===== src/rtl/floo_axis_bridge_arbiter.sv =====
// Multiplexes chimney req/rsp flits onto one AXI-Stream link (hdr MSB: 0=req, 1=rsp) using quota-based
// round-robin and per-channel far-end credits. Optional beat/stall counters: FLOO_BRIDGE_ARB_STATS_EN.

module floo_axis_bridge_arbiter_chk #(
  parameter int unsigned MaxCredits = 8,
  parameter int unsigned CntW       = 4
) (
  input  logic            clk_i,
  input  logic            rst_i,
  input  logic            i_req_credit,
  input  logic            i_req_grant,
  input  logic [CntW-1:0] i_req_credits,
  input  logic            i_rsp_credit,
  input  logic            i_rsp_grant,
  input  logic [CntW-1:0] i_rsp_credits
);
  localparam logic [CntW-1:0] CredMax = CntW'(MaxCredits);

  // A credit returned while the counter is already full means the far end freed a slot it never held.
  always @(posedge clk_i) begin
    if (!rst_i) begin
      assert (!(i_req_credit && !i_req_grant && (i_req_credits == CredMax)))
        else $warning("protocol error: req credit pulse while counter full");
      assert (!(i_rsp_credit && !i_rsp_grant && (i_rsp_credits == CredMax)))
        else $warning("protocol error: rsp credit pulse while counter full");
    end
  end
endmodule

module floo_axis_bridge_arbiter #(
  parameter int unsigned DataWidth  = 64,
  parameter int unsigned ReqQuota   = 4,
  parameter int unsigned RspQuota   = 4,
  parameter int unsigned MaxCredits = 8,
  parameter int unsigned CntW       = $clog2(MaxCredits + 1)
) (
  input  logic                 clk_i,
  input  logic                 rst_i,
  input  logic                 req_valid_i,
  output logic                 req_ready_o,
  input  logic [DataWidth-1:0] req_data_i,
  input  logic                 rsp_valid_i,
  output logic                 rsp_ready_o,
  input  logic [DataWidth-1:0] rsp_data_i,
  output logic                 axis_tvalid_o,
  input  logic                 axis_tready_i,
  output logic [DataWidth:0]   axis_tdata_o,
  input  logic                 req_credit_i,
  input  logic                 rsp_credit_i,
  output logic [CntW-1:0]      req_credits_o,
  output logic [CntW-1:0]      rsp_credits_o
`ifdef FLOO_BRIDGE_ARB_STATS_EN
  ,
  output logic [31:0]          stat_req_beats_o,
  output logic [31:0]          stat_rsp_beats_o,
  output logic [31:0]          stat_credit_stall_o
`endif
);
  localparam int unsigned MaxQuota = (ReqQuota > RspQuota) ? ReqQuota : RspQuota;
  localparam int unsigned BurstW   = $clog2(MaxQuota + 1);

  localparam logic [BurstW-1:0] ReqQuotaB = BurstW'(ReqQuota);
  localparam logic [BurstW-1:0] RspQuotaB = BurstW'(RspQuota);
  localparam logic [BurstW-1:0] BurstMax  = BurstW'(MaxQuota);
  localparam logic [CntW-1:0]   CredMax   = CntW'(MaxCredits);
  localparam logic [CntW-1:0]   CredZero  = {CntW{1'b0}};
  localparam logic              ChReq     = 1'b0;
  localparam logic              ChRsp     = 1'b1;

  logic                 r_owner;
  logic                 w_owner_nxt;
  logic [BurstW-1:0]    r_burst_cnt;
  logic [BurstW-1:0]    w_burst_nxt;
  logic [CntW-1:0]      r_req_cred;
  logic [CntW-1:0]      r_rsp_cred;
  logic                 r_tvalid;
  logic [DataWidth:0]   r_tdata;
  logic                 w_load_en;
  logic                 w_req_elig;
  logic                 w_rsp_elig;
  logic                 w_grant_vld;
  logic                 w_grant_ch;
  logic [DataWidth-1:0] w_grant_data;

  function automatic logic [CntW-1:0] f_cred_nxt(input logic [CntW-1:0] cnt,
                                                 input logic            dec,
                                                 input logic            inc);
    logic [CntW-1:0] res;
    res = cnt;
    if (dec && !inc) begin
      res = cnt - CntW'(1);
    end else if (inc && !dec && (cnt != CredMax)) begin
      res = cnt + CntW'(1);
    end else begin
      res = cnt;
    end
    return res;
  endfunction

  assign w_load_en    = !r_tvalid || axis_tready_i;
  assign w_req_elig   = req_valid_i && (r_req_cred != CredZero);
  assign w_rsp_elig   = rsp_valid_i && (r_rsp_cred != CredZero);
  assign w_grant_data = (w_grant_ch == ChRsp) ? rsp_data_i : req_data_i;

  // Grant decision: the current owner keeps the link until its quota is used while the other is eligible.
  always_comb begin
    w_grant_vld = 1'b0;
    w_grant_ch  = ChReq;
    if (rst_i || !w_load_en) begin
      w_grant_vld = 1'b0;
    end else if (w_req_elig && w_rsp_elig) begin
      w_grant_vld = 1'b1;
      if (r_owner == ChReq) begin
        w_grant_ch = (r_burst_cnt < ReqQuotaB) ? ChReq : ChRsp;
      end else begin
        w_grant_ch = (r_burst_cnt < RspQuotaB) ? ChRsp : ChReq;
      end
    end else if (w_req_elig) begin
      w_grant_vld = 1'b1;
      w_grant_ch  = ChReq;
    end else if (w_rsp_elig) begin
      w_grant_vld = 1'b1;
      w_grant_ch  = ChRsp;
    end else begin
      w_grant_vld = 1'b0;
    end
  end

  // Owner / burst-count next state; idle cycles hold both.
  always_comb begin
    w_owner_nxt = r_owner;
    w_burst_nxt = r_burst_cnt;
    if (!w_grant_vld) begin
      w_owner_nxt = r_owner;
    end else if (w_grant_ch == r_owner) begin
      w_burst_nxt = (r_burst_cnt == BurstMax) ? r_burst_cnt : r_burst_cnt + BurstW'(1);
    end else begin
      w_owner_nxt = w_grant_ch;
      w_burst_nxt = BurstW'(1);
    end
  end

  // Owner / burst-count state register.
  always_ff @(posedge clk_i) begin
    if (rst_i) begin
      r_owner     <= ChReq;
      r_burst_cnt <= {BurstW{1'b0}};
    end else begin
      r_owner     <= w_owner_nxt;
      r_burst_cnt <= w_burst_nxt;
    end
  end

  // Handshake outputs toward the chimney.
  always_comb begin
    req_ready_o = w_grant_vld && (w_grant_ch == ChReq);
    rsp_ready_o = w_grant_vld && (w_grant_ch == ChRsp);
  end

  // Credit counters: a grant consumes a far-end slot, a credit pulse returns one.
  always_ff @(posedge clk_i) begin
    if (rst_i) begin
      r_req_cred <= CredMax;
      r_rsp_cred <= CredMax;
    end else begin
      r_req_cred <= f_cred_nxt(r_req_cred, req_ready_o, req_credit_i);
      r_rsp_cred <= f_cred_nxt(r_rsp_cred, rsp_ready_o, rsp_credit_i);
    end
  end

  // Link output register; holds while the beat is pending and tready is low.
  always_ff @(posedge clk_i) begin
    if (rst_i) begin
      r_tvalid <= 1'b0;
      r_tdata  <= {(DataWidth + 1){1'b0}};
    end else if (w_load_en) begin
      r_tvalid <= w_grant_vld;
      r_tdata  <= w_grant_vld ? {w_grant_ch, w_grant_data} : r_tdata;
    end else begin
      r_tvalid <= r_tvalid;
      r_tdata  <= r_tdata;
    end
  end

  assign axis_tvalid_o = r_tvalid;
  assign axis_tdata_o  = r_tdata;
  assign req_credits_o = r_req_cred;
  assign rsp_credits_o = r_rsp_cred;

`ifdef FLOO_BRIDGE_ARB_STATS_EN
  logic [31:0] r_stat_req;
  logic [31:0] r_stat_rsp;
  logic [31:0] r_stat_stall;
  logic        w_link_hs;
  logic        w_cred_stall;

  assign w_link_hs    = r_tvalid && axis_tready_i;
  assign w_cred_stall = (req_valid_i && (r_req_cred == CredZero)) ||
                        (rsp_valid_i && (r_rsp_cred == CredZero));

  // Wrapping link statistics.
  always_ff @(posedge clk_i) begin
    if (rst_i) begin
      r_stat_req   <= 32'd0;
      r_stat_rsp   <= 32'd0;
      r_stat_stall <= 32'd0;
    end else begin
      r_stat_req   <= (w_link_hs && !r_tdata[DataWidth]) ? r_stat_req + 32'd1 : r_stat_req;
      r_stat_rsp   <= (w_link_hs &&  r_tdata[DataWidth]) ? r_stat_rsp + 32'd1 : r_stat_rsp;
      r_stat_stall <= w_cred_stall ? r_stat_stall + 32'd1 : r_stat_stall;
    end
  end

  assign stat_req_beats_o    = r_stat_req;
  assign stat_rsp_beats_o    = r_stat_rsp;
  assign stat_credit_stall_o = r_stat_stall;
`endif

  floo_axis_bridge_arbiter_chk #(
    .MaxCredits (MaxCredits),
    .CntW       (CntW)
  ) u_chk (
    .clk_i         (clk_i),
    .rst_i         (rst_i),
    .i_req_credit  (req_credit_i),
    .i_req_grant   (req_ready_o),
    .i_req_credits (r_req_cred),
    .i_rsp_credit  (rsp_credit_i),
    .i_rsp_grant   (rsp_ready_o),
    .i_rsp_credits (r_rsp_cred)
  );
endmodule


===== config.mk =====
export PLATFORM = sky130hd
export DESIGN_NAME = floo_axis_bridge_arbiter
export DESIGN_NICKNAME = d
export VERILOG_FILES = /design/src/rtl/floo_axis_bridge_arbiter.sv
export SDC_FILE = /design/constraint.sdc
export NUM_CORES = 1
export LEC_CHECK = 0
export BUFFER_PORTS_ARGS = -buffer_cell sky130_fd_sc_hd__clkbuf_2
export CAP_MARGIN = 20
export CORE_MARGIN = 2
export CORE_UTILIZATION = 40
export DETAILED_ROUTE_END_ITERATION = 12
export PLACE_DENSITY = 0.81
export SYNTH_ARGS = -nofsm -noshare
export SYNTH_HDL_FRONTEND = slang
export SYNTH_HIERARCHICAL = 1
export SYNTH_SLANG_ARGS = --single-unit

===== constraint.sdc =====
create_clock -name clk_i -period 2.6 [get_ports clk_i]
set_input_delay 0 -clock clk_i [delete_from_list [all_inputs] [get_ports clk_i]]
set_output_delay 0 -clock clk_i [all_outputs]
set_load 0.01 [all_outputs]

**After elaboration in Yosys (flattened, before gate mapping)**

Cells that the tools add are included.

- Reduce and logical (&&, ||, !) cells: 26
- Mux-type cells: 17
- Order comparisons: 1
- Bitwise gates (word level): 2
- Equal/unequal tests: 5
- $add $sub $neg: 5

Operators with widths:

| operator | count |
|---|---|
| 2-to-1 mux 64 bit | 1 |
| 2-to-1 mux 4 bit | 4 |
| logical AND 1 bit | 11 |
| 2-to-1 mux 1 bit | 10 |
| adder 4 x 1 -> 4 bit (second input constant) | 2 |
| != test 4 bit (second input constant) | 2 |
| nonzero test 4 bit | 2 |
| subtractor 4 x 1 -> 4 bit (second input constant) | 2 |
| logical NOT 1 bit | 6 |
| 2-to-1 mux 3 bit | 2 |
| AND reduction 2 bit | 3 |
| nonzero test 2 bit | 2 |
| adder 3 x 1 -> 3 bit (second input constant) | 1 |
| equality test 3 bit (second input constant) | 1 |
| < comparator 3 bit (second input constant) | 1 |
| logical OR 1 bit | 2 |
| != test 2 bit (second input constant) | 1 |
| NOT 1 bit | 2 |
| equality test 1 bit | 1 |

- Word-level logic and storage cells: 62
- Output and inout bits: 76
- Register bits after elaboration: 78

**Longest topological paths before layout**

- Depth after elaboration: 13
- Depth in mapped cells: 11
- Depth with buffers taken out: 9

**Least setup slack after synthesis**

Ideal clock, no wire load.

- Path type: reg-to-reg
- Start: reg r_rsp_cred[0], in the netlist rsp_credits_o[0]
- End: reg r_req_cred[1], in the netlist req_credits_o[1]
- Cell stages (with the launch flop): 11
- Buffers on the path: 2
- Setup time: 121 ps
- Data required time: 2479 ps
- Arrival: 2506 ps
- Clock period less this slack: 2627 ps
- Path slack: -27 ps
- Path through: dfxtp_1 buf_2 o41a_1 a2111oi_4 buf_2 nand2b_1 xnor2_1 ha_1 nor4bb_1 o21bai_1 nand3_1

- Longest elaborated chain between the ends: 12
- Elaborated cells on any way between the ends: 18
- Classes of those cells: 8 x mux; 1 x bitwise; 9 x reduce/logical

RTL lines:

| element | RTL line | RTL |
|---|---|---|
| start: declaration | 75 | `logic [CntW-1:0] r_rsp_cred;` |
| start signal: assignment | 164 | `r_rsp_cred <= CredMax;` |
| start signal: assignment | 167 | `r_rsp_cred <= f_cred_nxt(r_rsp_cred, rsp_ready_o, rsp_credit_i);` |
| nonzero test 4 bit * | 102 | `assign w_rsp_elig = rsp_valid_i && (r_rsp_cred != CredZero);` |
| logical AND 1 bit * | 102 |  |
| 2-to-1 mux 1 bit | 121 | `end else if (w_rsp_elig) begin` |
| 2-to-1 mux 1 bit | 118 | `end else if (w_req_elig) begin` |
| 2-to-1 mux 1 bit | 111 | `end else if (w_req_elig && w_rsp_elig) begin` |
| 2-to-1 mux 1 bit | 109 | `if (rst_i \|\| !w_load_en) begin` |
| NOT 1 bit | 156 | `req_ready_o = w_grant_vld && (w_grant_ch == ChReq);` |
| logical AND 1 bit * | 156 |  |
| logical NOT 1 bit | 92 | `end else if (inc && !dec && (cnt != CredMax)) begin` |
| logical AND 1 bit (2 in a row) | 92 |  |
| nonzero test 2 bit (no source line) | - |  |
| end signal: assignment | 163 | `r_req_cred <= CredMax;` |
| end signal: assignment | 166 | `r_req_cred <= f_cred_nxt(r_req_cred, req_ready_o, req_credit_i);` |
| end: declaration | 74 | `logic [CntW-1:0] r_req_cred;` |

Mark *: on every way between the ends. The rest lies on a longest branch, timed or not.
A chain may end at the register's enable or synchronous reset.

**Worst setup path in the final report**

- Start: reg r_rsp_cred[3], in the netlist rsp_credits_o[3]
- End: reg r_req_cred[2], in the netlist req_credits_o[2]

Same word-level chain as after synthesis.

==> results.cfg <==
[yosys]
synthFlopType = dfxtp_1
synthesis.nets = 529
synth-xor-area-share_pct = 0.727
synth.area.mux_share_pct = 0.277
yosysWarningCount = 6
synth_top_family_by_area = compound AO/OA/AOI/OAI gates
synth-edff-count = 0
ys_ff_latch = 78
synth.top_cells.by_area = dfxtp_1, a22o_1, a21o_1, nor3_1, o21ai_0
seq_area_frac_synth_pct = 43.2
synthAdderAreaFrac_pct = 1.39
yosys.area_share.simple_pct = 18.1
synthCells = 390
syn_avg_cell_area_um2 = 9.26
async_reset_ff_share_pct = 0
synth_top_area_share_pct = 43.2
yosys.area.top_type = dfxtp_1
synth_cell_types = 47
synth_compound_area_share_pct = 30.9
syn_area_um2 = 3610

[global_route]
grt_usage_pct = 29.0
grt_pass1_vias = 4826
grt_antenna_before_repair = 0
grt_first_pass_wirelength_um = 22900
grt-ovfl-total = 0
grt_max_degree = 61

[timing]
drv_slew = 0
setup_viol = 0
clock_skew_ns = 0.00747
finalSetupTns_ns = 0
period_minus_slack_ns = 2.42
worst_pin_slew_ns = 0.676
fmax_mhz = 413
rsz0062_at_grt = false
max_slew_margin_pct = 54.3
fin_crit_sh_pct = 93.2
hold_violations = 0

[detailed_routing]
dr.pass1.iters = 5
remaining_drc_errors = 0
routedWlPerCell_um = 17.4
drt_iter0_markers = 229
vias = 4578
ant_nets = 0
drt_wl_total_um = 14500
routed_via_density = 5.52

[cells_and_area]
final_cell_mix = clkbuf_2, dlygate4sd3_1, dfxtp_1, a22o_1, a21o_1
antenna_cells = 0
instances_no_fill = 829
fillCellCount = 600
fin_nets = 855
syn2layout_area_growth_pct = 73.5
drive_gt1_share_pct = 34.4
layout_commonest_cell = clkbuf_2

[critical_path]
end_kind = flip-flop
cp_max_fo = 7
worst-setup-path-type = flip-flop to flip-flop
setup.worst_path.start_class = flip-flop
required_ns = 2.88
cp_data_arrival_time_ns = 2.71

[place]
place_congestion = 0.836
hpwl_um = 7550
dp.cells = 686
portBuffers = 210

[die]
placementRows = 34
die_area_um2 = 9810
pin_count = 211
die_h_um = 99.0
chipWidth_um = 99.0
core_um2 = 8720
start_util_pct = 41.4

[clock_tree]
clkSinkCount = 78
h-tree-depth = 3
cts-buffers-inserted = 9
clk_latency_ns = 0.34
cts-root-buf = clkbuf_8
clk_pin_slew_worst_paths_ns = 0.08
clockBufferDepth = 2
cts_tree = built

[worst_hold_path]
hold_path.class = input pin to flip-flop

[power_and_ir_drop]
p_leak_nw = 3.26
ir_drop_mv = 0.326
power.density_nw_per_um2 = 549

[run]
cap_violations = 0

[status]
status = complete, no violations
routing by layer:
| layer | routed length, um | part of all wire [%] | vias up | GRT usage (%) |
|---|---|---|---|---|
| li1 | - | - | 2123 | - |
| met1 | 5450 | 38 | 2167 | 30.6 |
| met2 | 7500 | 52 | 236 | 53.5 |
| met3 | 929 | 6.4 | 52 | 6.81 |
| met4 | 583 | 4.0 | 0 | 14.4 |
| met5 | 0 | 0 | - | 0 |
path summary, 6_finish.rpt:
path	startpoint	to	slack (ns)	cells past startpoint
setup / recovery	rsp_credits_o[3]$_SDFFE_PP1P_	req_credits_o[2]$_SDFFE_PP0P_	0.18	9
hold / removal	req_data_i[10]	axis_tdata_o[10]$_SDFFE_PP0P_	0.02	3
setup reg to reg	rsp_credits_o[3]$_SDFFE_PP1P_	req_credits_o[2]$_SDFFE_PP0P_	0.18	9
hold reg to reg	axis_tdata_o[21]$_SDFFE_PP0P_	axis_tdata_o[21]$_SDFFE_PP0P_	0.46	1
state kept, by name, summed over array words and instances (netlist names):
name           flops
axis_tdata_o      65
axis_tvalid_o      1
req_credits_o      4
rsp_credits_o      4
r_owner            1
r_burst_cnt        3
cell type report:
type	instances	area [um2]	area share, %
multi-input cells	267	1870	29.9
inverters	7	26.3	0.419
clock inverters	5	81.3	1.30
well taps	108	135	2.16
flip-flops and latches	78	1560	24.9
repair buffers	353	2450	39.1
clock buffers	11	141	2.26
power breakdown:
part           switching (mW)  internal [mW]  leakage [nW]
Sequential             0.0919           1.34         0.646
Clock                   0.462          0.570         0.110
Combinational           0.477          0.497          2.51
synthesized netlist by cell type, drive strengths merged (3+ instances only):
library cell and instances:
ha 4, nor2 23, dfxtp 78, a21o 48
nand2b 3, inv 7, or4 4, clkbuf 21
nand3b 3, nor4b 8, nand3 7, nand4 3
nor4 5, o21ai 23, and3 5, buf 17
a22o 48, nand2 6, o21bai 3, nor3b 5
a21oi 6, nor3 37
metrics by stage:
step           power [mW]  utilization (%)  hold WS (ns)  instance area [um2]  setup slack (ns)
2_1_floorplan        1.89                -         0.182                 3610           0.00429
3_3_place_gp         2.21             54.5         0.271                 4760             0.331
3_5_place_dp         2.24             54.7         0.277                 4770             0.226
4_1_cts              3.41             71.8       0.00253                 6260             0.110
5_1_grt              3.60             71.9        0.0244                 6270            0.0575
6_report             3.44             71.9        0.0214                 6270             0.177
kinds of logic after synthesis:
group                    count (synthesis)
XOR/XNOR                                 3
AO/OA/AOI/OAI                          143
multiplexers                             1
flip-flops                              78
AND/OR/NAND/NOR                        116
buffers and inverters                   45
adder cells (fa/ha/maj)                  4
timing repair:
action / in CTS / in global routing
setup buffers: 0 / 0
hold buffers: 127 / 0
endpoints found under the setup margin: 0 / 1
gates resized for setup: 0 / 1
endpoints found under the hold margin: 65 / 0
worst max-delay path, stage by stage, from the launching register on:
cell	delay, ns
dfxtp_1	0.37
o41a_1	0.56
a2111oi_4	0.43
nand2b_1	0.11
xnor2_1	0.14
ha_1	0.20
nor3_1	0.19
and3_1	0.19
o21ai_0	0.08
nand2_1	0.10
(Power assumes the default switching activity.)
